`src/rtl/flt_mc_if.sv`:
```
// rtl/flt_mc_if.sv - Sample stream, result and coefficient-write signal bundle for flt_mc
interface flt_mc_if #(
    parameter int ADDR_WIDTH = 5,
    parameter int MEM_WIDTH  = 32,
    parameter int IN_WIDTH   = 24,
    parameter int OUT_WIDTH  = 24,
    parameter int CH_WIDTH   = 1
);
    logic                  WrEn_SI;
    logic [ADDR_WIDTH-1:0] Addr_DI;
    logic [MEM_WIDTH-1:0]  PAR_In_DI;
    logic                  In_Valid_SI;
    logic                  In_Ready_SO;
    logic [CH_WIDTH-1:0]   In_Ch_DI;
    logic [IN_WIDTH-1:0]   In_D_DI;
    logic                  Out_Valid_SO;
    logic [CH_WIDTH-1:0]   Out_Ch_DO;
    logic [OUT_WIDTH-1:0]  Out_D_DO;
    logic                  Ovf_SO;

    modport master (
        output WrEn_SI, Addr_DI, PAR_In_DI, In_Valid_SI, In_Ch_DI, In_D_DI,
        input  In_Ready_SO, Out_Valid_SO, Out_Ch_DO, Out_D_DO, Ovf_SO
    );

    modport slave (
        input  WrEn_SI, Addr_DI, PAR_In_DI, In_Valid_SI, In_Ch_DI, In_D_DI,
        output In_Ready_SO, Out_Valid_SO, Out_Ch_DO, Out_D_DO, Ovf_SO
    );
endinterface

```
`src/rtl/flt_mc.sv`:
```
// rtl/flt_mc.sv - Time-multiplexed multi-channel FIR with one shared MAC, round-half-up output
// Optional output saturation and overflow pulse enabled by defining FLT_MC_SAT_EN.
module flt_mc #(
    parameter int ADDR_WIDTH = 5,
    parameter int MEM_WIDTH  = 32,
    parameter int IN_WIDTH   = 24,
    parameter int OUT_WIDTH  = 24,
    parameter int COF_WIDTH  = 32,
    parameter int FRAC_BITS  = 30,
    parameter int N_CH       = 2,
    parameter int N_TAPS     = 8
) (
    input  logic     Clk_CI,
    input  logic     Rst_RBI,
    flt_mc_if.slave  bus
);
    localparam int CH_W  = (N_CH > 1) ? $clog2(N_CH) : 1;
    localparam int TAP_W = $clog2(N_TAPS);
    localparam int PW    = IN_WIDTH + COF_WIDTH;
    localparam int ACC_W = PW + TAP_W;
    localparam int RW    = ACC_W + 1;
    localparam logic signed [RW-1:0] RND = RW'(1) << (FRAC_BITS - 1);

    typedef enum logic [1:0] {IDLE, MAC, OUT} state_t;

    state_t                       state_q, state_d;
    logic signed [COF_WIDTH-1:0]  coef_q [N_CH][N_TAPS];
    logic signed [IN_WIDTH-1:0]   x_q    [N_CH][N_TAPS];
    logic [TAP_W-1:0]             tap_q, tap_d;
    logic [CH_W-1:0]              ch_q, ch_d, out_ch_q, out_ch_d;
    logic signed [ACC_W-1:0]      acc_q, acc_d;
    logic [OUT_WIDTH-1:0]         out_d_q, out_d_d, res_o;
    logic                         out_valid_q, out_valid_d, ovf_q, ovf_d, res_ovf;
    logic                         accept, ch_ok;
    logic signed [PW-1:0]         prod;
    logic signed [RW-1:0]         rnd, res;

    generate
        if ((1 << CH_W) > N_CH) begin : g_ch_chk
            assign ch_ok = (bus.In_Ch_DI < CH_W'(N_CH));
        end else begin : g_ch_all
            assign ch_ok = 1'b1;
        end
    endgenerate

    assign prod = PW'(x_q[ch_q][tap_q]) * PW'(coef_q[ch_q][tap_q]);
    assign rnd  = RW'(acc_q) + RND;
    assign res  = rnd >>> FRAC_BITS;

`ifdef FLT_MC_SAT_EN
    localparam logic signed [RW-1:0] SAT_MAX = {{(RW-OUT_WIDTH+1){1'b0}}, {(OUT_WIDTH-1){1'b1}}};
    localparam logic signed [RW-1:0] SAT_MIN = ~SAT_MAX;

    always_comb begin
        res_o   = res[OUT_WIDTH-1:0];
        res_ovf = 1'b0;
        if (res > SAT_MAX) begin
            res_o   = SAT_MAX[OUT_WIDTH-1:0];
            res_ovf = 1'b1;
        end else if (res < SAT_MIN) begin
            res_o   = SAT_MIN[OUT_WIDTH-1:0];
            res_ovf = 1'b1;
        end
    end
`else
    logic unused_res;
    assign unused_res = ^res[RW-1:OUT_WIDTH];
    assign res_o      = res[OUT_WIDTH-1:0];
    assign res_ovf    = 1'b0;
`endif

    always_comb begin
        state_d     = state_q;
        tap_d       = tap_q;
        ch_d        = ch_q;
        acc_d       = acc_q;
        out_d_d     = out_d_q;
        out_ch_d    = out_ch_q;
        out_valid_d = 1'b0;
        ovf_d       = 1'b0;
        accept      = 1'b0;
        case (state_q)
            IDLE: begin
                // Out-of-range channels still complete the handshake but are dropped here.
                if (bus.In_Valid_SI && ch_ok) begin
                    accept  = 1'b1;
                    acc_d   = '0;
                    tap_d   = '0;
                    ch_d    = bus.In_Ch_DI;
                    state_d = MAC;
                end
            end
            MAC: begin
                acc_d = acc_q + ACC_W'(prod);
                tap_d = tap_q + TAP_W'(1);
                if (tap_q == TAP_W'(N_TAPS - 1)) begin
                    state_d = OUT;
                end
            end
            OUT: begin
                out_valid_d = 1'b1;
                out_ch_d    = ch_q;
                out_d_d     = res_o;
                ovf_d       = res_ovf;
                state_d     = IDLE;
            end
            default: state_d = IDLE;
        endcase
    end

    always_ff @(posedge Clk_CI or negedge Rst_RBI) begin
        if (!Rst_RBI) begin
            state_q <= IDLE;
        end else begin
            state_q <= state_d;
        end
    end

    always_ff @(posedge Clk_CI or negedge Rst_RBI) begin
        if (!Rst_RBI) begin
            tap_q       <= '0;
            ch_q        <= '0;
            acc_q       <= '0;
            out_d_q     <= '0;
            out_ch_q    <= '0;
            out_valid_q <= 1'b0;
            ovf_q       <= 1'b0;
            for (int c = 0; c < N_CH; c++) begin
                for (int t = 0; t < N_TAPS; t++) begin
                    coef_q[c][t] <= '0;
                    x_q[c][t]    <= '0;
                end
            end
        end else begin
            tap_q       <= tap_d;
            ch_q        <= ch_d;
            acc_q       <= acc_d;
            out_d_q     <= out_d_d;
            out_ch_q    <= out_ch_d;
            out_valid_q <= out_valid_d;
            ovf_q       <= ovf_d;
            for (int c = 0; c < N_CH; c++) begin
                for (int t = 0; t < N_TAPS; t++) begin
                    if (bus.WrEn_SI && bus.Addr_DI == ADDR_WIDTH'(c * N_TAPS + t)) begin
                        coef_q[c][t] <= bus.PAR_In_DI[COF_WIDTH-1:0];
                    end
                end
                if (accept && bus.In_Ch_DI == CH_W'(c)) begin
                    for (int t = N_TAPS - 1; t > 0; t--) begin
                        x_q[c][t] <= x_q[c][t-1];
                    end
                    x_q[c][0] <= bus.In_D_DI;
                end
            end
        end
    end

    assign bus.In_Ready_SO  = (state_q == IDLE);
    assign bus.Out_Valid_SO = out_valid_q;
    assign bus.Out_Ch_DO    = out_ch_q;
    assign bus.Out_D_DO     = out_d_q;
    assign bus.Ovf_SO       = ovf_q;
endmodule

```
`src/flat_wrapper.sv`:
```
// flat-port wrapper written by rule: the top's interface ports become plain ports
module flt_mc_flat 
#(
    parameter int ADDR_WIDTH = 5,
    parameter int MEM_WIDTH  = 32,
    parameter int IN_WIDTH   = 24,
    parameter int OUT_WIDTH  = 24,
    parameter int COF_WIDTH  = 32,
    parameter int FRAC_BITS  = 30,
    parameter int N_CH       = 2,
    parameter int N_TAPS     = 8
)
  (Clk_CI, Rst_RBI, bus_WrEn_SI, bus_Addr_DI, bus_PAR_In_DI, bus_In_Valid_SI, bus_In_Ch_DI, bus_In_D_DI, bus_In_Ready_SO, bus_Out_Valid_SO, bus_Out_Ch_DO, bus_Out_D_DO, bus_Ovf_SO);
  flt_mc_if #(.ADDR_WIDTH(ADDR_WIDTH), .MEM_WIDTH(MEM_WIDTH), .IN_WIDTH(IN_WIDTH), .OUT_WIDTH(OUT_WIDTH), .CH_WIDTH(1)) bus_i ();
  input  logic Clk_CI;
  input  logic Rst_RBI;
  input wire logic [$bits(bus_i.WrEn_SI)-1:0] bus_WrEn_SI;
  input wire logic [$bits(bus_i.Addr_DI)-1:0] bus_Addr_DI;
  input wire logic [$bits(bus_i.PAR_In_DI)-1:0] bus_PAR_In_DI;
  input wire logic [$bits(bus_i.In_Valid_SI)-1:0] bus_In_Valid_SI;
  input wire logic [$bits(bus_i.In_Ch_DI)-1:0] bus_In_Ch_DI;
  input wire logic [$bits(bus_i.In_D_DI)-1:0] bus_In_D_DI;
  output wire logic [$bits(bus_i.In_Ready_SO)-1:0] bus_In_Ready_SO;
  output wire logic [$bits(bus_i.Out_Valid_SO)-1:0] bus_Out_Valid_SO;
  output wire logic [$bits(bus_i.Out_Ch_DO)-1:0] bus_Out_Ch_DO;
  output wire logic [$bits(bus_i.Out_D_DO)-1:0] bus_Out_D_DO;
  output wire logic [$bits(bus_i.Ovf_SO)-1:0] bus_Ovf_SO;
  assign bus_i.WrEn_SI = bus_WrEn_SI;
  assign bus_i.Addr_DI = bus_Addr_DI;
  assign bus_i.PAR_In_DI = bus_PAR_In_DI;
  assign bus_i.In_Valid_SI = bus_In_Valid_SI;
  assign bus_i.In_Ch_DI = bus_In_Ch_DI;
  assign bus_i.In_D_DI = bus_In_D_DI;
  assign bus_In_Ready_SO = bus_i.In_Ready_SO;
  assign bus_Out_Valid_SO = bus_i.Out_Valid_SO;
  assign bus_Out_Ch_DO = bus_i.Out_Ch_DO;
  assign bus_Out_D_DO = bus_i.Out_D_DO;
  assign bus_Ovf_SO = bus_i.Ovf_SO;
  flt_mc #(.ADDR_WIDTH(ADDR_WIDTH), .MEM_WIDTH(MEM_WIDTH), .IN_WIDTH(IN_WIDTH), .OUT_WIDTH(OUT_WIDTH), .COF_WIDTH(COF_WIDTH), .FRAC_BITS(FRAC_BITS), .N_CH(N_CH), .N_TAPS(N_TAPS)) u_core (.Clk_CI(Clk_CI), .Rst_RBI(Rst_RBI), .bus(bus_i));
endmodule
```
`config.mk`:
```
export PLATFORM = sky130hd
export DESIGN_NAME = flt_mc_flat
export DESIGN_NICKNAME = d
export VERILOG_FILES = /design/src/rtl/flt_mc_if.sv /design/src/rtl/flt_mc.sv /design/src/flat_wrapper.sv
export SDC_FILE = /design/constraint.sdc
export NUM_CORES = 2
export LEC_CHECK = 0
export CAP_MARGIN = 20
export CORE_ASPECT_RATIO = 1.1
export CORE_UTILIZATION = 60
export CTS_CLUSTER_DIAMETER = 40
export CTS_CLUSTER_SIZE = 16
export DETAILED_ROUTE_END_ITERATION = 7
export DONT_BUFFER_PORTS = 1
export PLACE_DENSITY = 0.8
export SYNTH_ARGS = -nofsm -noshare
export SYNTH_HDL_FRONTEND = slang
export SYNTH_SLANG_ARGS = --single-unit
```
`constraint.sdc`:
```
create_clock -name Clk_CI -period 10.9 [get_ports Clk_CI]
set_input_delay 3.27 -clock Clk_CI [delete_from_list [all_inputs] [get_ports Clk_CI]]
set_output_delay 3.27 -clock Clk_CI [all_outputs]
set_load 0.03 [all_outputs]
```
Word level (Yosys, flattened, before mapping):

Cells that the tools add are included.

* flip-flop bits (word level): 987
* latch bits: 0
* memory bits (writable): 0
* bits in read-only memories: 0
* bits of input ports: 66
* output and inout port bits: 28
* logic and storage cells: 114
* memories kept: 0

* $add $sub $neg: 3
* multiply operators: 1
* divide/modulo/power cells: 0
* $lt $le $gt $ge: 2
* equality and inequality tests: 20
* shift-type cells: 0
* muxes and demuxes: 22
* bitwise logic cells: 3
* reductions and logical operators: 24

Operator list (number)
* $mux 256: 3
* $mux 192: 3
* $pmux 59 s2: 1
* $bmux 32 s3: 1
* $bmux 24 s3: 1
* $mux 32: 2
* $add 59x56->59: 1
* $mux 59: 1
* $mul 24x32->56: 1
* $add 54x31->54 const B: 1
* $mux 24: 2
* $eq 5x4->1 const B: 8
* $eq 5x3->1 const B: 4
* $logic_and 1x1->1: 18
* $eq 5x2->1 const B: 2
* $pmux 3 s2: 1
* $reduce_and 2->1: 3
* $eq 5x1->1 const B: 1
* $logic_not 5->1: 1
* $ge 4x4->1 const B: 1
* $mux 2: 2
* $not 3->4: 1
* $pmux 2 s2: 1
* $add 3x1->3 const B: 1
* other kinds (12): 14

Logic depth before layout (Yosys ltp):

* depth in word-level cells: 10
* depth in mapped cells: 35
* mapped depth without buffers: 29

Worst setup path after synthesis:

Ideal clock, no wire load.

* kind: reg-to-reg
* start point: register u_core.ch_q
* end point: register u_core.acc_q[47]
* library setup time: 0.122 ns
* arrival: 8.742 ns
* required time: 10.778 ns
* path slack: 2.036 ns
* cell stages (with the launch flop): 31
* path buffers: 5
* period minus slack after synthesis: 8.864 ns
* path through: dfrtp_1 > buf_6 > buf_6 > buf_2 > buf_2 > mux4_2 > mux4_2 > buf_2 > nand2_1 > inv_1 > fa_1 > fa_1 > fa_1 > inv_1 > fa_1 > inv_1 > fa_1 > fa_1 > inv_1 > fa_1 > inv_1 > ha_1 > nand2_1 > a2111oi_0 > o21ai_0 > a221oi_1 > nor2_1 > a21boi_1 > o21ai_1 > a21o_1 > a32o_1

* cells in the longest elaborated chain, start to end: 10
* elaborated cells between the ends (all ways): 16
* those cells by class: add/sub (1); mul (1); mux (13); bitwise (1)

RTL lines
* start, declared: RTL line flt_mc.sv:30 `logic [CH_W-1:0] ch_q, ch_d, out_ch_q, out_ch_d;`
* start signal, assigned: RTL line flt_mc.sv:136 `ch_q <= ch_d;`
* $not 1->2 (not written as such) *: RTL line flt_mc.sv:46 `assign prod = PW'(x_q[ch_q][tap_q]) * PW'(coef_q[ch_q][tap_q]);`
* $mux 192 (not written as such) / $mux 256 (equally long branches) (3 in a row): RTL line flt_mc.sv:46
* $bmux 24 s3 / $bmux 32 s3 (equally long branches): RTL line flt_mc.sv:46
* $mux 24 (not written as such) / $mux 32 (equally long branches) (2 in a row): RTL line flt_mc.sv:46
* $mul 24x32->56 *: RTL line flt_mc.sv:46
* $add 59x56->59 *: RTL line flt_mc.sv:94 `acc_d = acc_q + ACC_W'(prod);`
* $pmux 59 s2 *: RTL line flt_mc.sv:82 `case (state_q)`
* end signal, assigned: RTL line flt_mc.sv:123 `acc_q <= '0;`
* end signal, assigned: RTL line flt_mc.sv:137 `acc_q <= acc_d;`
* end, declared: RTL line flt_mc.sv:31 `logic signed [ACC_W-1:0] acc_q, acc_d;`

Mark *: on every way between the ends. The rest lies on a longest branch, timed or not. The select of a mux whose other input is x is not followed.
A chain may end at the register's enable or synchronous reset.

Worst setup path in the final report:

Same ends and word-level chain as after synthesis.

==> results by group <==
Min path
  – Hold_sp: u_core.acc_q[7]
  – Hold endpoint: u_core.acc_q[7]
  – Hold path cells: 2
  – Hold crit path type: register to register

Run status
  – Outcome: completed

Critical path
  – Critical path endpoint category: register
  – Worst r2r src: u_core.ch_q
  – CP Class: register to register
  – Crit Path Max Fanout: 21
  – Reg2Reg Setup Slack: 0.99 ns
  – R2R cell count: 26
  – Critical Path RT: 11.53 ns
  – R2r endpoint: u_core.acc_q[47]
  – Worst Setup Start Kind: register
  – CP arrival: 10.55 ns

CTS
  – H-tree depth: 3
  – Post-CTS Setup Bufs: 0
  – Worst-case clock buffer depth: 3
  – Worst-path clk slew: 0.07 ns
  – # hold bufs at CTS: 0
  – CTS tree: built
  – Cts repair resizes: 0
  – Root Driver: clkbuf_16
  – Cts bufs inserted: 108
  – Num Clock Sinks: 982
  – Worst-Skew Late Latency: around 0.76 ns

Yosys
  – Post-synth EDFFs: 0
  – Avg Cell Area, Syn: between 10 and 15 µm²
  – Sequential-to-total area share from yosys stat: 0.3438
  – Post-synth ARST share: 1.000
  – Gate Count Post-Synth: 5869
  – Most used DFF post-synth: dfrtp_1
  – Seq cells post-synth: between 900 and 1000
  – Post-Synthesis Net Count: 6923
  – Netlist cell types: 72
  – Mapped cell area: a little over 70000 µm²
  – Synth warn: 0

GRT
  – Total GRT Usage: 0.3047
  – Antenna violations before repair: 2
  – Global-route wire length before repair: 278900 µm
  – Grt ovf: 0
  – Largest net degree at the start of global routing: between 150 and 200
  – Vias in the first global route: 48601

Detailed routing
  – Final WL: about 180000 µm
  – Drt pass-1 iters: 5
  – DR WL/cell: ~24 µm
  – DRT iter0 DRCs: 4045
  – Via/cell ratio: 6.047
  – Via count: about 44000
  – Residual DRC: 0
  – Antenna Nets Post-Route: 0

Layout
  – Non-filler cells, final: about 7400
  – Fill cell total of the finished layout: 8402
  – Final nets: 6773
  – Share of layout cells above drive strength 1: 0.2579
  – Area growth syn-to-layout: 7.156%

Placed design
  – Pre-CTS setup slack: 1.034 ns
  – RD Place Congestion: 0.9952
  – IO Port Bufs: 0
  – DP Cell Count: approximately 7100
  – Hpwl dp: 121600 µm

Floorplanning
  – Die width: 331.1 µm
  – I/O Pins: 94
  – Rows: 132
  – CORE AREA: 117900 µm²
  – Die area: between 100000 and 150000 µm²
  – Initial Util: 0.6061
  – Die Span Y: 364.0 µm

Flow run
  – Max_cap viols: 0

Timing
  – Max-slew headroom: 0.2576
  – Final setup vio count: 0
  – Final hold vios: 0
  – Clk_skew: 0.05645 ns
  – Period minus WS final: just under 10 ns
  – FMAX: 100.9 MHz
  – RSZ-0062 raised after global routing: no
  – Fin crit share: 0.9094
  – Slew @ Worst Pin: 1.110 ns
  – Final setup margin: 0.9873 ns
  – Hold slack: 0.4965 ns
  – TNS Setup: 0 ns
  – Slew Limit Fails: 0
[synth_stat cells (3+ instances only)]
cell | n | share of area
a32o_1 | 7 | 0.00098
o211ai_1 | 9 | 0.00095
o31ai_1 | 6 | 0.00063
mux2i_1 | 13 | 0.0018
fa_1 | 815 | 0.23
xor2_1 | 35 | 0.0043
or3_1 | 7 | 0.00061
a21boi_0 | 4 | 0.00042
a211oi_1 | 6 | 0.00063
a22o_1 | 6 | 0.00074
clkbuf_1 | 172 | 0.0090
mux2_2 | 909 | 0.14
mux4_2 | 270 | 0.085
clkinv_1 | 3 | 0.00016
a21oi_1 | 47 | 0.0033
a21o_1 | 19 | 0.0020
dfrtp_1 | 982 | 0.34
buf_6 | 6 | 0.00095
and2_1 | 45 | 0.0039
nand3_1 | 33 | 0.0023
buf_4 | 13 | 0.0014
nor2b_1 | 53 | 0.0046
nor3_1 | 11 | 0.00077
o21ai_2 | 3 | 0.00037
o21ai_0 | 95 | 0.0067
o21a_1 | 9 | 0.00095
o21bai_1 | 6 | 0.00063
xnor2_1 | 46 | 0.0056
o21ai_1 | 9 | 0.00063
nand2b_1 | 28 | 0.0025
buf_2 | 95 | 0.0067
nor2_1 | 235 | 0.012
nand2_1 | 620 | 0.033
nand4_1 | 5 | 0.00044
inv_1 | 969 | 0.051
nor3b_1 | 4 | 0.00042
and3_1 | 6 | 0.00053
buf_1 | 50 | 0.0026
a31oi_1 | 4 | 0.00035
ha_1 | 173 | 0.030
[metrics by stage]
stage | utilization | instance area, µm²
global route | 0.6495 | 76590
global placement | 0.6171 | 72760
detailed placement | 0.6171 | 72760
floorplan | - | 71480
finish | 0.6495 | 76590
CTS | 0.6490 | 76530
[flip-flops by register name (all words and copies together), names as in the netlist]
signal                   cells
u_core.state_q               2
u_core.ch_q                  1
u_core.coef_q              512
u_core.acc_q                54
u_core.bus.Out_Ch_DO         1
u_core.bus.Out_Valid_SO      1
u_core.bus.Out_D_DO         24
u_core.x_q                 384
u_core.tap_q                 3
[critical path: stages, from the launching register on]
cell	delay (ns)
dfrtp_4	0.70
buf_12	0.27
mux4_2	0.52
mux4_2	0.76
nand2_1	0.21
inv_1	0.11
fa_1	0.76
fa_1	0.59
fa_1	0.85
inv_1	0.25
fa_1	0.52
inv_1	0.05
fa_1	0.50
fa_1	0.50
inv_1	0.05
fa_1	0.48
inv_1	0.04
ha_1	0.34
nand2_1	0.10
a2111oi_0	0.53
o21ai_0	0.18
a221oi_1	0.51
nor2_1	0.12
a21boi_1	0.24
o21ai_1	0.12
a21o_1	0.21
a32o_1	0.25
[kinds of logic (layout without fill, tap and decap cells)]
kind of cell / count (synthesis) / after routing / synth area share
buffers and inverters: 1311 / 1254 / 0.07212
flip-flops: 982 / 982 / 0.3438
AND/OR/NAND/NOR: 1058 / 1058 / 0.06246
multiplexers: 1192 / 1192 / 0.2301
XOR/XNOR: 81 / 81 / 0.009925
other: 1 / 2 / 0.00005247
AO/OA/AOI/OAI: 256 / 256 / 0.02298
adder cells (fa/ha/maj): 988 / 988 / 0.2586
[routing by layer]
metal	up-vias	wire (µm)	global-route usage
li1	18653	-	-
met1	23450	68750	0.4132
met2	1953	82880	0.4788
met3	410	16890	0.07460
met4	2	7048	0.1157
met5	-	7	0
[layout make-up]
class	instances	area (µm²)	share of cell area
flip-flops and latches	982	24590	0.3210
clock buffers	127	2867	0.03743
diodes	1	2.502	0.00003267
repair buffers	79	790.8	0.01032
inverters	972	3649	0.04764
clock inverters	76	902.1	0.01178
multi-input cells	3576	41860	0.5466
well taps	1541	1928	0.02517
[cell usage in the layout (no fill, tap or decap), types with 16 or more instances in the layout]
cell and count:
o21ai_0 93, and2_1 45, ha_1 173, nand3_1 33, dfrtp_1 978, a21o_1 19
mux2_2 909, a21oi_1 47, xnor2_1 46, fa_1 815, nand2_1 611, xor2_1 35
nor2b_1 48, clkbuf_16 110, buf_4 65, inv_1 969, clkinv_4 16, nand2b_1 26
mux4_2 270, nor2_1 233, inv_6 18
[worst max-delay path by stage]
stage           startpoint               end  slack [ns]
3_5_place_dp   u_core.ch_q  u_core.acc_q[47]        1.03
2_1_floorplan  u_core.ch_q  u_core.acc_q[47]        2.04
5_1_grt        u_core.ch_q  u_core.acc_q[47]        0.60
4_1_cts        u_core.ch_q  u_core.acc_q[47]        1.07
6_report       u_core.ch_q  u_core.acc_q[47]        0.99
3_3_place_gp   u_core.ch_q  u_core.acc_q[47]        1.31
Power is not shown: default switching activity piles up to over one toggle a cycle in this logic, so the estimate is an artifact.
